==> config.mk <==
export PLATFORM = sky130hd
export DESIGN_NAME = jt49_dcrm_sched
export DESIGN_NICKNAME = d
export VERILOG_FILES = /design/src/rtl/jt49_dcrm_pkg.sv /design/src/rtl/jt49_dcrm_core.sv /design/src/rtl/jt49_dcrm_sched.sv
export SDC_FILE = /design/constraint.sdc
export NUM_CORES = 1
export LEC_CHECK = 0
export BUFFER_PORTS_ARGS = -buffer_cell sky130_fd_sc_hd__buf_4
export CAP_MARGIN = 0
export CORE_MARGIN = 2
export CORE_UTILIZATION = 52
export CTS_BUF_LIST = sky130_fd_sc_hd__clkbuf_2
export DETAILED_ROUTE_END_ITERATION = 6
export PLACE_DENSITY_LB_ADDON = 0.15
export SKIP_CTS_REPAIR_TIMING = 1
export SYNTH_ARGS = -nofsm -noshare
export SYNTH_HDL_FRONTEND = slang
export SYNTH_SLANG_ARGS = --single-unit
export TNS_END_PERCENT = 10
==> constraint.sdc <==
create_clock -name clk -period 10.68 [get_ports clk]
set_input_delay 0.534 -clock clk [delete_from_list [all_inputs] [get_ports clk]]
set_output_delay 0.534 -clock clk [all_outputs]
set_load 0.03 [all_outputs]
==> src/rtl/jt49_dcrm_pkg.sv <==
// Shared constants for the time-multiplexed DC-removal scheduler: FSM encoding,
// default widths and channel indices.
package jt49_dcrm_pkg;

  localparam int DCRM_DW    = 8;
  localparam int DCRM_SHIFT = 6;

  localparam logic [1:0] ST_IDLE = 2'd0;
  localparam logic [1:0] ST_CH_A = 2'd1;
  localparam logic [1:0] ST_CH_B = 2'd2;
  localparam logic [1:0] ST_CH_C = 2'd3;

  typedef enum logic [1:0] {
    IDLE = ST_IDLE,
    CH_A = ST_CH_A,
    CH_B = ST_CH_B,
    CH_C = ST_CH_C
  } state_t;

  localparam int NCH = 3;
  localparam logic [1:0] CH_IDX_A = 2'd0;
  localparam logic [1:0] CH_IDX_B = 2'd1;
  localparam logic [1:0] CH_IDX_C = 2'd2;

endpackage

==> src/rtl/jt49_dcrm_core.sv <==
// Combinational single-channel leaky-integrator step. Output formatting is
// half gain by default, saturated full gain when JT49_DCRM_SAT_EN is defined.
module jt49_dcrm_core
  import jt49_dcrm_pkg::*;
#(
  parameter int DW    = DCRM_DW,
  parameter int SHIFT = DCRM_SHIFT,
  localparam int ACCW = DW + SHIFT
) (
  input  logic [ACCW-1:0] acc_i,
  input  logic [DW-1:0]   din_i,
  input  logic            first_i,
  output logic [ACCW-1:0] acc_next_o,
  output logic [7:0]      dout_o
);

  logic [DW-1:0]      avg;
  logic signed [DW:0] diff;

  assign avg = acc_i[ACCW-1:SHIFT];

  // acc >= avg << SHIFT >= avg, so acc + din - avg never leaves [0, 2^ACCW-1].
  assign acc_next_o = first_i ? {din_i, {SHIFT{1'b0}}}
                              : acc_i + ACCW'(din_i) - ACCW'(avg);

  assign diff = first_i ? '0 : $signed({1'b0, din_i}) - $signed({1'b0, avg});

`ifdef JT49_DCRM_SAT_EN
  localparam logic signed [DW:0] POS_LIM = (DW+1)'(127);
  localparam logic signed [DW:0] NEG_LIM = (DW+1)'(-128);

  always_comb begin
    if (diff > POS_LIM) begin
      dout_o = 8'h7f;
    end else if (diff < NEG_LIM) begin
      dout_o = 8'h80;
    end else begin
      dout_o = diff[7:0];
    end
  end
`else
  logic [DW-8:0] diff_lsb_unused;

  assign dout_o          = diff[DW -: 8];
  assign diff_lsb_unused = diff[DW-8:0];
`endif

endmodule

==> src/rtl/jt49_dcrm_sched.sv <==
// Round-robin DC-removal scheduler for PSG channels A/B/C sharing one
// jt49_dcrm_core; output gain is selected by JT49_DCRM_SAT_EN in the core.
module jt49_dcrm_sched
  import jt49_dcrm_pkg::*;
#(
  parameter int DW    = DCRM_DW,
  parameter int SHIFT = DCRM_SHIFT
) (
  input  logic          clk,
  input  logic          rst,
  input  logic          cen,
  input  logic [DW-1:0] din_a,
  input  logic [DW-1:0] din_b,
  input  logic [DW-1:0] din_c,
  output logic [7:0]    dout_a,
  output logic [7:0]    dout_b,
  output logic [7:0]    dout_c,
  output logic          dout_valid,
  output logic          busy,
  output logic          ovr
);

  localparam int ACCW = DW + SHIFT;

  state_t           state_q;
  logic [DW-1:0]    snap_q [NCH];
  logic [ACCW-1:0]  acc_q  [NCH];
  logic [7:0]       dout_q [NCH];
  logic [NCH-1:0]   first_q;
  logic             valid_q;
  logic             busy_q;
  logic             ovr_q;

  logic [1:0]       ch_sel;
  logic [ACCW-1:0]  core_acc;
  logic [DW-1:0]    core_din;
  logic             core_first;
  logic [ACCW-1:0]  core_acc_d;
  logic [7:0]       core_dout_d;

  always_comb begin
    ch_sel = CH_IDX_A;
    case (state_q)
      CH_B:    ch_sel = CH_IDX_B;
      CH_C:    ch_sel = CH_IDX_C;
      default: ch_sel = CH_IDX_A;
    endcase
  end

  always_comb begin
    core_acc   = acc_q[CH_IDX_A];
    core_din   = snap_q[CH_IDX_A];
    core_first = first_q[CH_IDX_A];
    case (state_q)
      CH_B: begin
        core_acc   = acc_q[CH_IDX_B];
        core_din   = snap_q[CH_IDX_B];
        core_first = first_q[CH_IDX_B];
      end
      CH_C: begin
        core_acc   = acc_q[CH_IDX_C];
        core_din   = snap_q[CH_IDX_C];
        core_first = first_q[CH_IDX_C];
      end
      default: ;
    endcase
  end

  jt49_dcrm_core #(
    .DW    (DW),
    .SHIFT (SHIFT)
  ) u_core (
    .acc_i      (core_acc),
    .din_i      (core_din),
    .first_i    (core_first),
    .acc_next_o (core_acc_d),
    .dout_o     (core_dout_d)
  );

  always_ff @(posedge clk) begin
    if (rst) begin
      state_q <= IDLE;
      valid_q <= 1'b0;
      busy_q  <= 1'b0;
      ovr_q   <= 1'b0;
      first_q <= '1;
      for (int i = 0; i < NCH; i++) begin
        snap_q[i] <= '0;
        acc_q[i]  <= '0;
        dout_q[i] <= '0;
      end
    end else begin
      valid_q <= 1'b0;
      ovr_q   <= cen && (state_q != IDLE);
      case (state_q)
        IDLE: begin
          if (cen) begin
            snap_q[CH_IDX_A] <= din_a;
            snap_q[CH_IDX_B] <= din_b;
            snap_q[CH_IDX_C] <= din_c;
            state_q          <= CH_A;
            busy_q           <= 1'b1;
          end
        end
        CH_A, CH_B, CH_C: begin
          acc_q[ch_sel]   <= core_acc_d;
          dout_q[ch_sel]  <= core_dout_d;
          first_q[ch_sel] <= 1'b0;
          if (state_q == CH_A) begin
            state_q <= CH_B;
          end else if (state_q == CH_B) begin
            state_q <= CH_C;
          end else begin
            state_q <= IDLE;
            busy_q  <= 1'b0;
            valid_q <= 1'b1;
          end
        end
        default: state_q <= IDLE;
      endcase
    end
  end

  assign dout_a     = dout_q[CH_IDX_A];
  assign dout_b     = dout_q[CH_IDX_B];
  assign dout_c     = dout_q[CH_IDX_C];
  assign dout_valid = valid_q;
  assign busy       = busy_q;
  assign ovr        = ovr_q;

endmodule
---- Word level (Yosys, flattened, before mapping) ----
Memory sizes are Yosys's and may differ from the RTL's.
Index checks and enable logic that the tools add are counted.
storage, ports and cells
  register bits after elaboration ......... 8
  latch bits .............................. 0
  memory bits (writable) .................. 90
  ROM bits ................................ 0
  bits of input ports ..................... 27
  output and inout port bits .............. 27
  word-level logic and storage cells ...... 69
  memories kept ........................... 3
cells by class
  add/sub/neg operators ................... 3
  $mul .................................... 0
  divide/modulo/power cells ............... 0
  order comparisons ....................... 2
  eq/ne operators ......................... 6
  shifts and indexed selects .............. 0
  muxes and demuxes ....................... 35
  bitwise gates (word level) .............. 6
  reductions and logical operators ........ 9
memory list
  name    words  bits a word  read ports  clocked after memory_dff  write ports  RTL line               text
  acc_q   3      14           3           0                         3            jt49_dcrm_sched.sv:27  logic [ACCW-1:0] acc_q [NCH];
  dout_q  3      8            3           0                         3            jt49_dcrm_sched.sv:28  logic [7:0] dout_q [NCH];
  snap_q  3      8            3           0                         3            jt49_dcrm_sched.sv:26  logic [DW-1:0] snap_q [NCH];
operator list
  cell                                                                           number
  8-bit two-way mux                                                              4
  14-bit two-way mux                                                             2
  14-bit case mux with 2 select lines                                            1
  1-bit two-way mux                                                              16
  8-bit case mux with 2 select lines                                             1
  14-bit by 8-bit adder with 14-bit output                                       1
  14-bit OR reduction                                                            1
  14-bit by 8-bit subtractor with 14-bit output                                  1
  2-bit two-way mux                                                              5
  9-bit two-way mux                                                              1
  8-bit by 8-bit subtractor with 9-bit output                                    1
  2-bit case mux with 2 select lines                                             2
  8-bit OR reduction                                                             1
  2-bit inequality test (second input constant)                                  3
  3-bit OR reduction                                                             2
  2-bit == test (second input constant)                                          2
  1-bit case mux with 2 select lines                                             2
  3-bit AND                                                                      1
  2-bit by 3-bit less-than comparator with 1-bit output (second input constant)  1
  3-bit inverter                                                                 1
  1-bit bitwise OR                                                               3
  3-bit AND reduction                                                            1
  1-bit demux with 2-bit select                                                  1
  2-bit by 1-bit == test with 1-bit output (second input constant)               1
  5 further kinds                                                                6

---- Longest topological paths before layout ----
  word-level depth ........................ 8
  gate-level depth with buffers ........... 19
  depth with buffers taken out ............ 17

---- Cells and area by module ----
From an unflattened synthesis, not the netlist that was laid out.
second synthesis, totals
  cells, all modules ...................... 525
  area total of the unflattened synthesis .. 5681.7 µm²
modules (own cells, without submodules)
  module           times used  cells an instance  area each (µm²)  sequential area each (µm²)
  jt49_dcrm_sched  1           337                4375.4           2862.7
  jt49_dcrm_core   1           188                1306.3           0.0

---- Worst setup path before layout ----
No wires, ideal clock.
  path kind ............................... reg-to-reg
  from .................................... register state_q[0]
  to ...................................... memory acc_q[0][13] in the netlist's numbering, data pin
  setup time .............................. 270 ps
  arrival ................................. 3789 ps
  required time ........................... 10410 ps
  setup slack ............................. 6622 ps
  stages on the path, launching flop included .. 19
  path buffers ............................ 3
  period minus slack after synthesis ...... 4058 ps
  path through ............................ dfxtp_1 -> inv_1 -> ha_1 -> buf_2 -> nor2_2 -> buf_2 -> buf_1 -> a21o_1 -> inv_1 -> fa_1 -> inv_1 -> ha_1 -> a21o_1 -> a31o_2 -> o211ai_1 -> a31oi_1 -> o22ai_1 -> xnor2_1 -> a21oi_1
RTL lines
  element                 RTL line                text
  from (decl)             jt49_dcrm_sched.sv:25   state_t state_q;
  from (signal assigned)  jt49_dcrm_sched.sv:82   state_q <= IDLE;
  from (signal assigned)  jt49_dcrm_sched.sv:101  state_q <= CH_A;
  from (signal assigned)  jt49_dcrm_sched.sv:110  state_q <= CH_B;
  to (decl)               jt49_dcrm_sched.sv:27

==> out/results.md <==
| Item | This run | Unit |
|:---|:---|:---|
| Max FO, Critical Path | 28 | - |
| WL final | 11.3 | mm |
| Worst Setup Start Kind | flip-flop | - |
| I/O pin count | 54 | - |
| Synthesis warning total | 0 | - |
| Number of max-capacitance violations reported | 0 | - |
| Final Wtd Congestion | 0.904 | - |
| Port-buffer cells | 53 | - |
| Clock-pin slew reported for the worst setup and hold paths after clock tree synthesis | 0.26 | ns |
| Launch point of the worst hold path | rst | - |
| Hold Crit Endpoint | dout_valid | - |
| CTS max path bufs | 2 | - |
| Cell chosen for the clock root | sky130_fd_sc_hd__clkbuf_2 | - |
| Detailed-placement wirelength estimate | 7.89 | mm |
| Area share of the largest cell type after synthesis | 52.1 | % |
| TritonCTS buffer count | 9 | - |
| Number of core rows | 36 | - |
| Slack of the worst reg-to-reg path | 5.88 | ns |
| Unique masters post-synth | 46 | - |
| Critical path cell sequence | inv_1 > ha_1 > nor2_2 > buf_4 > a21o_1 > clkinv_1 > xnor2_1 > ha_1 > o21bai_1 > ha_1 > a2111oi_0 > a21oi_1 > nand2_1 > o21ai_0 > xor2_1 > o21ai_0 > nor2_1 | - |
| Peak per-stage delay on the critical path | 0.57 | ns |
| Portion of the clock cycle consumed by the worst path in the final layout | 45.0 | % |
| Min Clock Period, post-route | 4.80 | ns |
| CTS H-Tree Depth | 3 | - |
| Dominant cell by count in the synthesized netlist | sky130_fd_sc_hd__edfxtp_1 | - |
| Routed length per instance | 17.1 | um |
| Hold violation total from the final report | 0 | - |
| Fill count | 862 | - |
| Required @ worst endpoint | 11.05 | ns |
| Worst Max-Slew Pin Slew | 1.11 | ns |
| Fraction of registers with async set/reset | 0 | % |
| Number of pins with negative max-slew slack in the final report | 0 | - |
| Number of nets with antenna violations after detailed routing | 0 | - |
| Post-synthesis cell type with the largest combined area | sky130_fd_sc_hd__edfxtp_1 | - |
| Critical register-to-register path endpoint | acc_q[0][10] | - |
| Worst reg2reg path depth | 17 | - |
| Count of cells along the worst hold path | 2 | - |
| Antenna diode count | 0 | - |
| Later-pin clock latency in the skew report | 0.59 | ns |
| Buf+Inv Stages, Crit Path | 3 | - |
| Net count after synthesis | 526 | - |
| Core Region | 9730 | um^2 |
| Worst path most repeated cell | sky130_fd_sc_hd__ha_1 | - |
| Layout Cell Area excl Fill | 5820 | um^2 |
| Main flop type after synthesis | sky130_fd_sc_hd__edfxtp_1 | - |
| First-pass GRT wire length | 17.9 | mm |
| TritonCTS clock tree | yes | - |
| Number of synthesized register bits | 98 | - |
| Proportion of layout cells with a drive suffix above 1 | 15.2 | % |
| Worst setup path class | flip-flop to flip-flop | - |
| Die height | 104 | um |
| Layout-stage area growth over the synthesis result | 12.2 | % |
| Vias in the first global route | 3626 | - |
| Max_slew headroom | 26.3 | % |
| Number of violations reported at the end of detailed-routing iteration 0 | 213 | - |
| Residual overflow from global routing | 0 | - |
| Post-placement cell area | 5700 | um^2 |
| Final setup TNS | 0 | ns |
| Pin count of the biggest net entering global routing | 29 | - |
| Die Area | 10800 | um^2 |
| Count of flip-flops with a built-in enable after synthesis | 90 | - |
| Run status | finished, final reports clean | - |
| Most area-consuming cells after synthesis | sky130_fd_sc_hd__edfxtp_1 (52%), sky130_fd_sc_hd__ha_1 (6.3%), sky130_fd_sc_hd__nor2_1 (5.5%), sky130_fd_sc_hd__and2_1 (4.2%), sky130_fd_sc_hd__a22o_1 (3.5%) | - |
| Net count of the finished layout | 576 | - |
| Total routing usage reported by global routing | 21.6 | % |
| DRC errors left | 0 | - |
| Crit path capture type | flip-flop | - |
| Hold Crit Class | input pin to flip-flop | - |
| Total via count after detailed routing | 3644 | - |
| Clock Skews | 0.0283 | ns |
| Maximum achievable frequency | 208 | MHz |
| Crit Reg-Reg Startpoint | state_q[0] | - |
| Most instantiated cells after synthesis | sky130_fd_sc_hd__edfxtp_1 (90), sky130_fd_sc_hd__nor2_1 (76), sky130_fd_sc_hd__and2_1 (35) | - |
| Post-Syn Instances | 471 | - |
| Initial antenna violation count | 0 | - |
| Mean cell area of the mapped netlist | 11.0 | um^2 |
| Largest delay contributor family on the critical path | compound AO/OA/AOI/OAI gates | - |
| Sequential area share after synthesis | 55.2 | % |
| Worst-path cell with the longest stage delay | sky130_fd_sc_hd__ha_1 | - |
| Cell area after synthesis | 5180 | um^2 |
| Final setup viols | 0 | - |
| Number of clock sinks | 98 | - |
| Horizontal extent of the die | 104 | um |
| Routed via count divided by cell count | 5.53 | - |
| Effective utilization at floorplan | 53.3 | % |
| RSZ-0062 raised after global routing | false | - |
| Arrival time at the worst endpoint | 5.17 | ns |
| Number of detailed-routing iterations run before antenna repair | 5 | - |
-- per-layer routing --
metal	track usage (%)	part of all wire [%]	up-vias
li1	-	-	1784
met1	26.2	43	1735
met2	36.2	49	103
met3	3.78	5.2	22
met4	13.1	3.0	0
met5	0	0	-
-- logic make-up (layout without fill, tap and decap cells) --
group | count (synthesis) | count (layout) | share of synthesized area, %
flip-flops | 98 | 98 | 55.2
XOR/XNOR | 26 | 26 | 4.39
adder cells (fa/ha/maj) | 30 | 30 | 7.48
AND/OR/NAND/NOR | 163 | 163 | 14.4
buffers and inverters | 40 | 95 | 3.07
AO/OA/AOI/OAI | 112 | 112 | 15.0
multiplexers | 2 | 2 | 0.386
-- flip-flops by register name (all words and copies together) (netlist names) --
name and flops:
acc_q 42, dout_q 24, snap_q 24, first_q 3
state_q 2, busy 1, dout_valid 1, ovr 1
-- cell usage in the layout, fill, tap and decap left out, types with 9 or more instances in the layout --
cell	count
sky130_fd_sc_hd__nand2_1	27
sky130_fd_sc_hd__and2_1	35
sky130_fd_sc_hd__ha_1	26
sky130_fd_sc_hd__xor2_1	9
sky130_fd_sc_hd__clkbuf_2	9
sky130_fd_sc_hd__a21o_1	15
sky130_fd_sc_hd__inv_1	19
sky130_fd_sc_hd__nor2_1	76
sky130_fd_sc_hd__a22o_1	21
sky130_fd_sc_hd__a21oi_1	34
sky130_fd_sc_hd__xnor2_1	17
sky130_fd_sc_hd__o21ai_0	10
sky130_fd_sc_hd__buf_4	58
sky130_fd_sc_hd__edfxtp_1	90
-- worst max path at each step --
stage               start            to  cells after the start
5_1_grt        state_q[0]  acc_q[1][13]                     16
6_report       state_q[0]  acc_q[0][10]                     17
4_1_cts        state_q[0]  acc_q[2][13]                     16
3_5_place_dp   state_q[0]  acc_q[1][10]                     17
2_1_floorplan  state_q[0]  acc_q[0][13]                     18
3_3_place_gp   state_q[0]  acc_q[0][13]                     16
-- per-stage QoR --
stage	instances	setup slack (ns)	utilization (%)	hold WS (ns)
2_1_floorplan	471	6.62	-	0.441
4_1_cts	659	5.88	59.8	0.140
5_1_grt	659	5.45	59.8	0.123
6_report	659	5.88	59.8	0.184
3_5_place_dp	643	5.92	58.6	0.461
3_3_place_gp	643	6.08	58.6	0.470
-- worst register-to-register path, stage by stage (launching register included) --
cell	delay, ns
sky130_fd_sc_hd__dfxtp_1	0.45
sky130_fd_sc_hd__inv_1	0.11
sky130_fd_sc_hd__ha_1	0.57
sky130_fd_sc_hd__nor2_2	0.20
sky130_fd_sc_hd__buf_4	0.33
sky130_fd_sc_hd__a21o_1	0.31
sky130_fd_sc_hd__clkinv_1	0.29
sky130_fd_sc_hd__xnor2_1	0.23
sky130_fd_sc_hd__ha_1	0.20
sky130_fd_sc_hd__o21bai_1	0.18
sky130_fd_sc_hd__ha_1	0.36
sky130_fd_sc_hd__a2111oi_0	0.40
sky130_fd_sc_hd__a21oi_1	0.12
sky130_fd_sc_hd__nand2_1	0.13
sky130_fd_sc_hd__o21ai_0	0.18
sky130_fd_sc_hd__xor2_1	0.18
sky130_fd_sc_hd__o21ai_0	0.29
sky130_fd_sc_hd__nor2_1	0.07
-- layout make-up --
| cell class | instances | area, um^2 | area share [%] |
|---|---|---|---|
| repair buffers | 58 | 435 | 7.49 |
| well taps | 133 | 166 | 2.86 |
| flip-flops and latches | 98 | 2860 | 49.2 |
| clock inverters | 7 | 67.6 | 1.16 |
| inverters | 21 | 78.8 | 1.36 |
| multi-input cells | 333 | 2160 | 37.1 |
| clock buffers | 9 | 45.0 | 0.774 |
Power is left out: the tool's default activity adds up to more than one toggle a clock period on the data nets, which glitch-free logic cannot reach.
